==> src/rtl/sram_arb_pkg.sv <==
`default_nettype none
// ============================================================================
// Module      : sram_arb_pkg
// Description : Shared types and constants for the two-master SRAM arbiter:
//               FSM state encoding, grant identifiers, timer width and the
//               default watchdog / error-data values.
// Revision    : 1.0 - initial release
// ============================================================================
package sram_arb_pkg;

    typedef enum logic [1:0] {
        IDLE = 2'd0,
        BUSY = 2'd1,
        DONE = 2'd2
    } arb_state_e;

    localparam logic GNT_M0 = 1'b0;
    localparam logic GNT_M1 = 1'b1;

    localparam int TIMER_W = 16;

    localparam int unsigned DEF_TIMEOUT   = 255;
    localparam logic [31:0] DEF_ERR_RDATA = 32'hFFFF_FFFF;

endpackage
`default_nettype wire

==> src/rtl/sram_arb_timer.sv <==
`default_nettype none
// ============================================================================
// Module      : sram_arb_timer
// Description : Per-transaction watchdog counter. Synchronous clear, count
//               enable, saturates at all-ones instead of wrapping, and flags
//               when the count equals TIMEOUT.
// Revision    : 1.0 - initial release
// ============================================================================
module sram_arb_timer
    import sram_arb_pkg::*;
#(
    parameter int unsigned TIMEOUT = DEF_TIMEOUT
) (
    input  logic r_clk,
    input  logic rst_n,
    input  logic i_clr,
    input  logic i_en,
    output logic o_hit
);

    localparam logic [TIMER_W-1:0] c_LIMIT = TIMER_W'(TIMEOUT);

    logic [TIMER_W-1:0] r_count;

    // Clear has priority over counting; hold at all-ones once saturated.
    always_ff @(posedge r_clk) begin
        if (!rst_n) begin
            r_count <= '0;
        end else if (i_clr) begin
            r_count <= '0;
        end else if (i_en && (r_count != {TIMER_W{1'b1}})) begin
            r_count <= r_count + 1'b1;
        end
    end

    assign o_hit = (r_count == c_LIMIT);

endmodule
`default_nettype wire

==> src/rtl/sram_arbiter.sv <==
`default_nettype none
// ============================================================================
// Module      : sram_arbiter
// Description : Two-master arbiter in front of a single valid/ready memory
//               port. Serialises one transaction at a time through an
//               IDLE -> BUSY -> DONE sequence and aborts a stalled slave via
//               a saturating watchdog, returning ERR_RDATA and pulsing err.
//               Build option: SRAM_ARB_RR_EN selects round-robin arbitration
//               on simultaneous requests; otherwise master 0 has fixed
//               priority.
// Revision    : 1.0 - initial release
// ============================================================================
module sram_arbiter
    import sram_arb_pkg::*;
#(
    parameter int unsigned TIMEOUT   = DEF_TIMEOUT,
    parameter logic [31:0] ERR_RDATA = DEF_ERR_RDATA
) (
    input  logic        r_clk,
    input  logic        rst_n,
    input  logic        m0_valid,
    input  logic [31:0] m0_addr,
    input  logic [31:0] m0_wdata,
    input  logic [3:0]  m0_wstrb,
    output logic        m0_ready,
    output logic [31:0] m0_rdata,
    input  logic        m1_valid,
    input  logic [31:0] m1_addr,
    input  logic [31:0] m1_wdata,
    input  logic [3:0]  m1_wstrb,
    output logic        m1_ready,
    output logic [31:0] m1_rdata,
    output logic        s_valid,
    output logic [31:0] s_addr,
    output logic [31:0] s_wdata,
    output logic [3:0]  s_wstrb,
    input  logic        s_ready,
    input  logic [31:0] s_rdata,
    output logic        grant,
    output logic        err,
    output logic [31:0] err_addr
);

    localparam logic [1:0] S_IDLE = IDLE;
    localparam logic [1:0] S_BUSY = BUSY;
    localparam logic [1:0] S_DONE = DONE;

    logic [1:0]  r_state;
    logic        r_grant;
    logic [31:0] r_s_addr;
    logic [31:0] r_s_wdata;
    logic [3:0]  r_s_wstrb;
    logic [31:0] r_m0_rdata;
    logic [31:0] r_m1_rdata;
    logic        r_err;
    logic [31:0] r_err_addr;

    logic        w_any_req;
    logic        w_pick;
    logic        w_hit;

    assign w_any_req = m0_valid | m1_valid;

`ifdef SRAM_ARB_RR_EN
    // Last-granted master; resets to m1 so that m0 wins the first tie.
    logic r_last_gnt;

    // Record every grant so the next tie goes to the other master.
    always_ff @(posedge r_clk) begin
        if (!rst_n) begin
            r_last_gnt <= GNT_M1;
        end else if ((r_state == S_IDLE) && w_any_req) begin
            r_last_gnt <= w_pick;
        end
    end

    assign w_pick = (m0_valid && m1_valid) ? ~r_last_gnt
                  : (m1_valid ? GNT_M1 : GNT_M0);
`else
    assign w_pick = m0_valid ? GNT_M0 : GNT_M1;
`endif

    sram_arb_timer #(
        .TIMEOUT (TIMEOUT)
    ) u_timer (
        .r_clk (r_clk),
        .rst_n (rst_n),
        .i_clr (r_state == S_IDLE),
        .i_en  (r_state == S_BUSY),
        .o_hit (w_hit)
    );

    // Transaction sequencer: latch winner, wait for slave or watchdog, respond.
    always_ff @(posedge r_clk) begin
        if (!rst_n) begin
            r_state    <= S_IDLE;
            r_grant    <= GNT_M0;
            r_s_addr   <= '0;
            r_s_wdata  <= '0;
            r_s_wstrb  <= '0;
            r_m0_rdata <= '0;
            r_m1_rdata <= '0;
            r_err      <= 1'b0;
            r_err_addr <= '0;
        end else begin
            r_err <= 1'b0;
            case (r_state)
                S_IDLE: begin
                    if (w_any_req) begin
                        r_grant   <= w_pick;
                        r_s_addr  <= (w_pick == GNT_M1) ? m1_addr  : m0_addr;
                        r_s_wdata <= (w_pick == GNT_M1) ? m1_wdata : m0_wdata;
                        r_s_wstrb <= (w_pick == GNT_M1) ? m1_wstrb : m0_wstrb;
                        r_state   <= S_BUSY;
                    end
                end
                S_BUSY: begin
                    // Slave completion beats the watchdog in the same cycle.
                    if (s_ready) begin
                        if (r_grant == GNT_M1) r_m1_rdata <= s_rdata;
                        else                   r_m0_rdata <= s_rdata;
                        r_state <= S_DONE;
                    end else if (w_hit) begin
                        if (r_grant == GNT_M1) r_m1_rdata <= ERR_RDATA;
                        else                   r_m0_rdata <= ERR_RDATA;
                        r_err      <= 1'b1;
                        r_err_addr <= r_s_addr;
                        r_state    <= S_DONE;
                    end
                end
                S_DONE: begin
                    r_state <= S_IDLE;
                end
                default: begin
                    r_state <= S_IDLE;
                end
            endcase
        end
    end

    assign s_valid  = (r_state == S_BUSY);
    assign s_addr   = r_s_addr;
    assign s_wdata  = r_s_wdata;
    assign s_wstrb  = r_s_wstrb;
    assign m0_ready = (r_state == S_DONE) && (r_grant == GNT_M0);
    assign m1_ready = (r_state == S_DONE) && (r_grant == GNT_M1);
    assign m0_rdata = r_m0_rdata;
    assign m1_rdata = r_m1_rdata;
    assign grant    = r_grant;
    assign err      = r_err;
    assign err_addr = r_err_addr;

endmodule
`default_nettype wire

==> config.mk <==
export PLATFORM = sky130hd
export DESIGN_NAME = sram_arbiter
export DESIGN_NICKNAME = d
export VERILOG_FILES = /design/src/rtl/sram_arb_pkg.sv /design/src/rtl/sram_arb_timer.sv /design/src/rtl/sram_arbiter.sv
export SDC_FILE = /design/constraint.sdc
export NUM_CORES = 1
export LEC_CHECK = 0
export ABC_AREA = 0
export BUFFER_PORTS_ARGS = -buffer_cell sky130_fd_sc_hd__buf_2
export CAP_MARGIN = 5
export CORE_MARGIN = 3
export CORE_UTILIZATION = 35
export CTS_BUF_LIST = sky130_fd_sc_hd__clkbuf_8
export DETAILED_ROUTE_END_ITERATION = 7
export PLACE_DENSITY = 0.67
export REMOVE_ABC_BUFFERS = 1
export SLEW_MARGIN = 20
export SYNTH_ARGS = -nofsm -noshare
export SYNTH_HDL_FRONTEND = slang
export SYNTH_SLANG_ARGS = --single-unit
export TNS_END_PERCENT = 50
==> constraint.sdc <==
create_clock -name r_clk -period 2.17 [get_ports r_clk]
set_input_delay 0.434 -clock r_clk [delete_from_list [all_inputs] [get_ports r_clk]]
set_output_delay 0.434 -clock r_clk [all_outputs]
set_load 0.01 [all_outputs]
Word level (Yosys, flattened, before mapping)
Cells that the tools add are included.
Widths: inputs -> output; s select.
- bits of input ports: 173
- output and inout bits: 169
- register bits: 184
- bitwise logic cells: 5
- reductions and logical operators: 12
- equal/unequal tests: 6
- $add $sub $neg: 1
- multiplexer cells: 17
- operator list (cell ; count):
    $mux 32 ; 10
    $add 16x1->16 const B ; 1
    $eq 16x8->1 const B ; 1
    $ne 16x16->1 const B ; 1
    $reduce_and 3->1 ; 3
    $mux 2 ; 3
    $mux 4 ; 1
    $not 1->1 ; 4
    $pmux 2 s2 ; 1
    $reduce_and 2->1 ; 2
    $logic_and 1x1->1 ; 3
    $ne 3x3->1 const B ; 1
    $reduce_or 3->1 ; 1
    $eq 2x1->1 const B ; 1
    $eq 2x2->1 const B ; 1
    $logic_not 2->1 ; 1
    $mux 1 ; 2
    $ne 2x2->1 const B ; 1
    $reduce_bool 2->1 ; 1
    $reduce_or 2->1 ; 1
    $or 1x1->1 ; 1

Logic depth before layout (Yosys ltp)
Gate-level depths: netlist of run 1.
- word-level depth: 4
- mapped depth: 6
- depth with buffers taken out: 5

Cells and area by module
From an unflattened synthesis of run 1, not the netlist that was laid out.
- cell total of the unflattened synthesis: 825
- area total of the unflattened synthesis: 7751.2 um2
- modules (own cells, without submodules) (module ; instances ; area an instance (um2) ; cells an instance ; sequential area each (um2)):
    sram_arbiter ; 1 ; 6870.3 ; 719 ; 3363.2
    sram_arb_timer ; 1 ; 880.8 ; 106 ; 320.3

Worst setup path before layout of run 1
No wires, ideal clock.
- path kind: reg2reg
- start: reg u_timer.r_count[0]
- end: reg r_err_addr[10], in the netlist err_addr[10]
- clock period less this slack: 1.693 ns
- cell stages (with the launch flop): 7
- arrival time: 1.622 ns
- path buffers: 1
- data required time: 2.098 ns
- slack: 0.477 ns
- cell sequence: dfxtp_1 > ha_1 > and3_1 > nand4_2 > nor3_4 > buf_8 > mux2i_1
- longest elaborated chain between the ends: 2
- RTL lines (what ; line ; text):
    from (decl) ; sram_arb_timer.sv:23 ; logic [TIMER_W-1:0] r_count;
    from (signal assigned) ; sram_arb_timer.sv:32 ; r_count <= r_count + 1'b1;
    $eq 16x8->1 ; sram_arb_timer.sv:36 ; assign o_hit = (r_count == c_LIMIT);
    $reduce_and 3->1 (no line) ; -- ;
    to (signal assigned) ; sram_arbiter.sv:127 ; r_err_addr <= r_s_addr;
    to (decl) ; sram_arbiter.sv:56 ; logic [31:0] r_err_addr;
No other way between the ends.
A chain may end at the register's enable or synchronous reset.

Worst setup path in the final report of run 1
- start: reg u_timer.r_count[0]
- end: reg u_timer.r_count[14]
- longest elaborated chain between the ends: 2
- elaborated cells between the ends (all ways): 3
- those cells by class: 1 x add/sub; 1 x eq/ne; 1 x reduce/logical
- RTL lines (what):
    branches (longest 2 deep; another with $add 16x1->16)
Several ways; the timed one is not identified.

==> metrics.txt, run 1 <==
Synth Register Bits=184; outcome=finished clean; setup slack, reg-to-reg=0.28 ns; Int Power=5000 uW; Seq/Total Area, Yosys=~48%; cell taking the most area after synthesis=dfxtp_1; Most used DFF post-synth=dfxtp_1; routed wire length=roughly 22 mm; worst hold endpoint=grant; top-area cell type share of the netlist area=48.0%; drt via density=4.83; Die Y=154 microns; DRC violations left=0; largest net degree at the start of global routing=56; combinational power share=16.7%; initial antenna violation count=0; Final period util=87.0%; Async S/R FF share, synth=0%; min-delay src=m1_valid; DR WL/cell=15.5 microns; RSZ-0062 raised after global routing=false; Final setup viols=0; worst r2r src=u_timer.r_count[0]; Slew Viols, Final=0; Synth Area per Inst=9.19 sq um; drt first pass iters=5; Hold Buf Count CTS=0; I/O Buffers=~340; area of the multi-input gates=3470 sq um; reg2reg end=u_timer.r_count[14]; Net Sw Frac=30.1%; layout cell share with drive strength beyond 1=34.6%; CP Class=reg -> reg; switching power total=2160 uW; TritonCTS buffer count=17; Synth top cells by count=dfxtp_1 (184), nand2_1 (141), mux2i_1 (101); maximum ir drop on the vdd rail=0.424 mV; All-Layer GR Usage=18.1%; Clock power frac=roughly a third; Die ar.=23800 sq um; grt total ovfl=0; fill count=around 2100; count leader, synth=dfxtp_1; Final Hold Viols=0; Initial Util=36.1%; post-synthesis cell type count=44; antenna cells=0; total power=7160 uW; Clock Skew=~0.020 ns; setup bufs post-CTS=0; Die X=154 microns; crit-path max FO=6; clk root buf=clkbuf_8; total negative slack=0 ns; Leak=0.00522 uW; crit path DAT=~2.3 ns; Worst slew margin=52.8%; R2R depth=5; dpl hpwl=16.9 mm; Max-Cap Viols=0; Vias=6974; Layout area overhead=31.5%; # resized after CTS=0; clk_lat worst skew=0.46 ns; PwrDens=between 700 and 800 nW/um^2; CTS tree=yes; Worst Max-Slew Pin Slew=0.703 ns; Ys Warns=0; Clk pin slew, worst setup/hold paths=0.09 ns; global-route wire length before repair=34.6 mm; hold depth=3; H-tree levels=4; Post-Syn Area=approximately 7700 sq um; routability cong.=0.869; number of synthesized flops with an enable pin=0; HP Class=in -> reg; Mapped Cells=between 800 and 900; Top Ports=342; post-route antenna net violation count=0; CP endpoint kind=flip-flop; CTS Sinks=184; core area=21300 sq um; post-layout min period=1.89 ns; First DRT Iteration DRCs=372; Clock Path Buffers=2; Setup crit start kind=flip-flop; Reg area=3680 sq um; CP required=2.54 ns; row cnt=53; register share of total power=51.8%; final net count=1330; Synth area leaders=dfxtp_1 (48%), mux2i_1 (13%), o211a_1 (8.9%); f_max=between 500 and 600 MHz; vias in the first global route=~6300
[flip-flops by register name (all words and copies together) (netlist names), 2 cells and up]
register,count
s_wdata,32
s_addr,32
s_wstrb,4
m1_rdata,32
r_state,2
u_timer.r_count,16
err_addr,32
m0_rdata,32
[power groups by stage]
stage	registers, uW	logic [uW]	clock network [uW]
3_5_place_dp	3790	1210	0
3_3_place_gp	3790	1190	0
4_1_cts	3710	1220	2340
2_1_floorplan	3870	470	0
6_report	3710	1190	2250
5_1_grt	3740	1330	2480
[through the flow]
stage          util [%]  hold WS (ns)  std cells  setup slack [ns]  instance area, sq um
2_1_floorplan         -         0.467        774             -1.07                  7400
3_3_place_gp       45.6         0.428       1412             0.437                  9720
6_report           47.4         0.247       1444             0.283                 10100
3_5_place_dp       45.6         0.431       1412             0.350                  9720
4_1_cts            47.4         0.213       1444             0.310                 10100
5_1_grt            47.4         0.213       1444             0.172                 10100
[cell families (layout without fill, tap and decap cells)]
| logic type | after synthesis | after routing | synth area share [%] |
|---|---|---|---|
| buf+inv | 129 | 462 | 6.96 |
| xor+xnor | 1 | 1 | 0.114 |
| fa+ha+maj | 1 | 1 | 0.163 |
| flops | 184 | 184 | 48.0 |
| simple gates | 191 | 191 | 11.4 |
| compound gates | 229 | 229 | 20.2 |
| mux | 101 | 101 | 13.2 |
[worst max-delay path, cell delays in order (launching register included)]
cell	delay [ns]
dfxtp_1	0.39
ha_1	0.26
and3_1	0.27
nand3_1	0.22
or4_1	0.53
a21oi_1	0.15
[worst max path at each step]
stage	from	endpoint	slack [ns]	cells past startpoint
global route	u_timer.r_count[0]	err_addr[27]	0.17	6
global placement	u_timer.r_count[0]	err_addr[6]	0.44	6
floorplan	r_state[0]	s_addr[0]	-1.07	4
finish	u_timer.r_count[0]	u_timer.r_count[14]	0.28	5
detailed placement	u_timer.r_count[0]	u_timer.r_count[14]	0.35	5
CTS	u_timer.r_count[0]	err_addr[4]	0.31	6
[cell usage in the layout, fill, tap and decap left out, drive strengths merged, types with 2 or more instances in the layout]
master / netlist / routed
o21ai: 71 / 71
nand3: 7 / 7
or3: 5 / 5
inv: 67 / 74
nor3: 4 / 4
o31ai: 2 / 2
dfxtp: 184 / 184
o211a: 68 / 68
o41ai: 2 / 2
nand2: 141 / 141
nand4: 7 / 7
o21a: 2 / 2
nor3b: 3 / 3
nor2: 9 / 9
a211oi: 2 / 2
a31o: 2 / 2
a21oi: 74 / 74
buf: 19 / 363
o311a: 2 / 2
and3: 4 / 4
or4: 2 / 2
and2: 2 / 2
clkinv: 0 / 7
mux2i: 101 / 101
clkbuf: 43 / 18
nor4: 3 / 3
[final cells by class]
class	count	area share, %
clock buffers	18	2.45
inverters	67	2.49
multi-input cells	523	34.4
repair buffers	363	19.5
clock inverters	14	1.34
flip-flops and latches	184	36.5
well taps	275	3.41
[routing by layer]
metal / share of wire (%) / routed length (microns) / global-route usage (%)
met1: 42 / 9450 / 23.3
met2: 48 / 10800 / 30.2
met3: 8.4 / 1890 / 5.24
met4: 1.1 / 256 / 4.21
met5: 0 / 0 / 0
(Power assumes the default switching activity.)
==> run 2: changes to the inputs <==
Settings changed: PLACE_DENSITY 0.67 to 0.64, SETUP_SLACK_MARGIN set to 0.5.
==> run 2 against run 1 <==
Net effect:
- sequential share of layout area shrank 1.1 points
- worst hold slack worse by 0.0022 ns
- highest routed layer unchanged
- power is 0.84% higher
- largest cell class unchanged
- clock power is essentially flat
- first-iteration DRC count is 0.81% lower
==> metrics.txt, run 2 (synthesized netlist as in run 1, its figures left out) <==
First DRT Iteration DRCs=369 (-0.81%); Clock Path Buffers=2 (unchanged); largest net degree at the start of global routing=64 (+14%); Top Ports=342 (unchanged); CP endpoint kind=flip-flop; R2R depth=6 (+1); antenna cells=0 (unchanged); RSZ-0062 raised after global routing=true; Leak=0.00535 uW (+2.5%); Max-Cap Viols=0 (unchanged); initial antenna violation count=0 (unchanged); clk root buf=clkbuf_8; DRC violations left=0 (unchanged); final net count=1345 (+1.1%); DR top layer=met4; routability cong.=0.834 (-4.0%); dpl hpwl=16.6 mm (-1.9%); layout cell share with drive strength beyond 1=37.9% (+3.4 points); drt first pass iters=5 (unchanged); post-layout min period=1.70 ns (-0.183 ns); WL met3=1.67 mm (-11%); dpl ws=0.377 ns (+0.0272 ns); Final period util=78.5% (-8.4 points); outcome=finished clean; Met2 Wirelength=11.5 mm (+6.6%); All-Layer GR Usage=18.6% (+0.45 points); M1 WL=10.1 mm (+6.8%); HP Class=in -> reg; CTS Sinks=184 (unchanged); DR WL/cell=16.2 microns (+4.2%); TritonCTS buffer count=17 (unchanged); most frequent cells in the layout=buf_2 (338), dfxtp_1 (171), nand2_1 (141), mux2i_1 (101); maximum ir drop on the vdd rail=0.325 mV (-23%); global-route wire length before repair=35.4 mm (+2.2%); CP Class=reg -> reg; placed cells=1410 (-0.14%); Clk pin slew, worst setup/hold paths=0.10 ns (about the same); Layout Cells excl Fill=1459 (+1.0%); crit-path max FO=16 (+10); vias in the first global route=6499 (+2.6%); CP required=2.56 ns (+0.02 ns); H-tree levels=4 (unchanged); Die Y=154 microns (unchanged); Final Hold Viols=0 (unchanged); final setup slack of the worst path=0.466 ns (+0.183 ns); PwrDens=688 nW/um^2 (-3.0%); Slew Viols, Final=0 (unchanged); grt total ovfl=0 (unchanged); clk_lat worst skew=0.47 ns (about the same); hold depth=3 (unchanged); Initial Util=36.1% (unchanged); commonest non-fill, non-tap cell in the layout=buf_2; fill count=2048 (-2.3%); Final setup viols=0 (unchanged); Die X=154 microns (unchanged); Hold Worst Slack=0.245 ns (-0.00220 ns); I/O Buffers=341 (unchanged); routed wire length=23.6 mm (+5.3%); CTS tree=yes; core area=21300 sq um (unchanged); Layout area overhead=36.7%; Clock Skew=0.0181 ns (-0.00198 ns); Worst slew margin=48.8% (-4.0 points); Hold Buf Count CTS=0 (unchanged); Die ar.=23800 sq um (unchanged); drt via density=4.90 (+1.4%); Worst Max-Slew Pin Slew=0.763 ns (+0.0601 ns); f_max=587 MHz (+11%); Vias=7144 (+2.4%); crit path DAT=2.10 ns (-0.16 ns); Setup crit start kind=flip-flop; row cnt=53 (unchanged); post-route antenna net violation count=0 (unchanged)
## run 2: changes by cell type in the layout (fill, tap and decap cells not counted), moves of 3 or more
cell and delta:
buf_16 +3, dfxtp_2 +7, dfxtp_4 +6, buf_6 +3, dfxtp_1 -13, a21oi_2 +7, a21oi_1 -7, buf_4 +6
clkbuf_16 +3
## run 2: metrics by stage
step	area [sq um]	setup TNS [ns]	power, uW	utilization (%)
6_report	10500	0	7220	49.3
5_1_grt	10500	0	7610	49.3
4_1_cts	10300	0	7310	48.3
3_5_place_dp	9710	0	5010	45.6
3_3_place_gp	9710	0	4980	45.6
2_1_floorplan	7400	-81.20	4340	-
## run 2: layer usage
layer,track usage [%],vias up
li1,-,3575
met5,0,-
met2,31.0,262
met3,5.07,16
met4,5.17,0
met1,23.6,3291
## run 2: path summary, 6_finish.rpt
path,from,endpoint,slack [ns]
worst max-delay path,u_timer.r_count[12],m1_rdata[28],0.47
worst min register to register,m0_rdata[31],m0_rdata[31],0.44
worst max register to register,u_timer.r_count[12],m1_rdata[28],0.47
worst min-delay path,m1_valid,grant,0.24
## run 2: area by class of cell
type	count	area (sq um)	area share, %
Timing Repair Buffer	378	2220	21.1
Sequential cell	184	3710	35.4
Tap cell	275	344	3.28
Clock buffer	19	262	2.49
Clock inverter	13	126	1.20
Multi-Input combinational cell	523	3580	34.1
Inverter	67	256	2.44
## run 2: power by group
| part | internal (uW) | leakage (uW) | switching, uW | total (uW) |
|---|---|---|---|---|
| logic | 564 | 0.00364 | 669 | 1230 |
| registers | 3580 | 0.00151 | 128 | 3710 |
| clock network | 912 | 0.000201 | 1360 | 2280 |
| total | 5060 | 0.00535 | 2160 | 7220 |
## run 2: worst max-delay path, stage by stage, from the launching register on
cell       delay (ns)
dfxtp_4          0.37
nor4_4           0.37
buf_4            0.18
a41o_4           0.21
nand3_4          0.14
clkbuf_16        0.22
a21oi_1          0.15
## run 2: timing repair
action,in CTS,in global routing
setup buffers,5,6
endpoints found under the setup margin,71,84
cloned,3,3
pin swaps,5,10
gates resized for setup,26,24
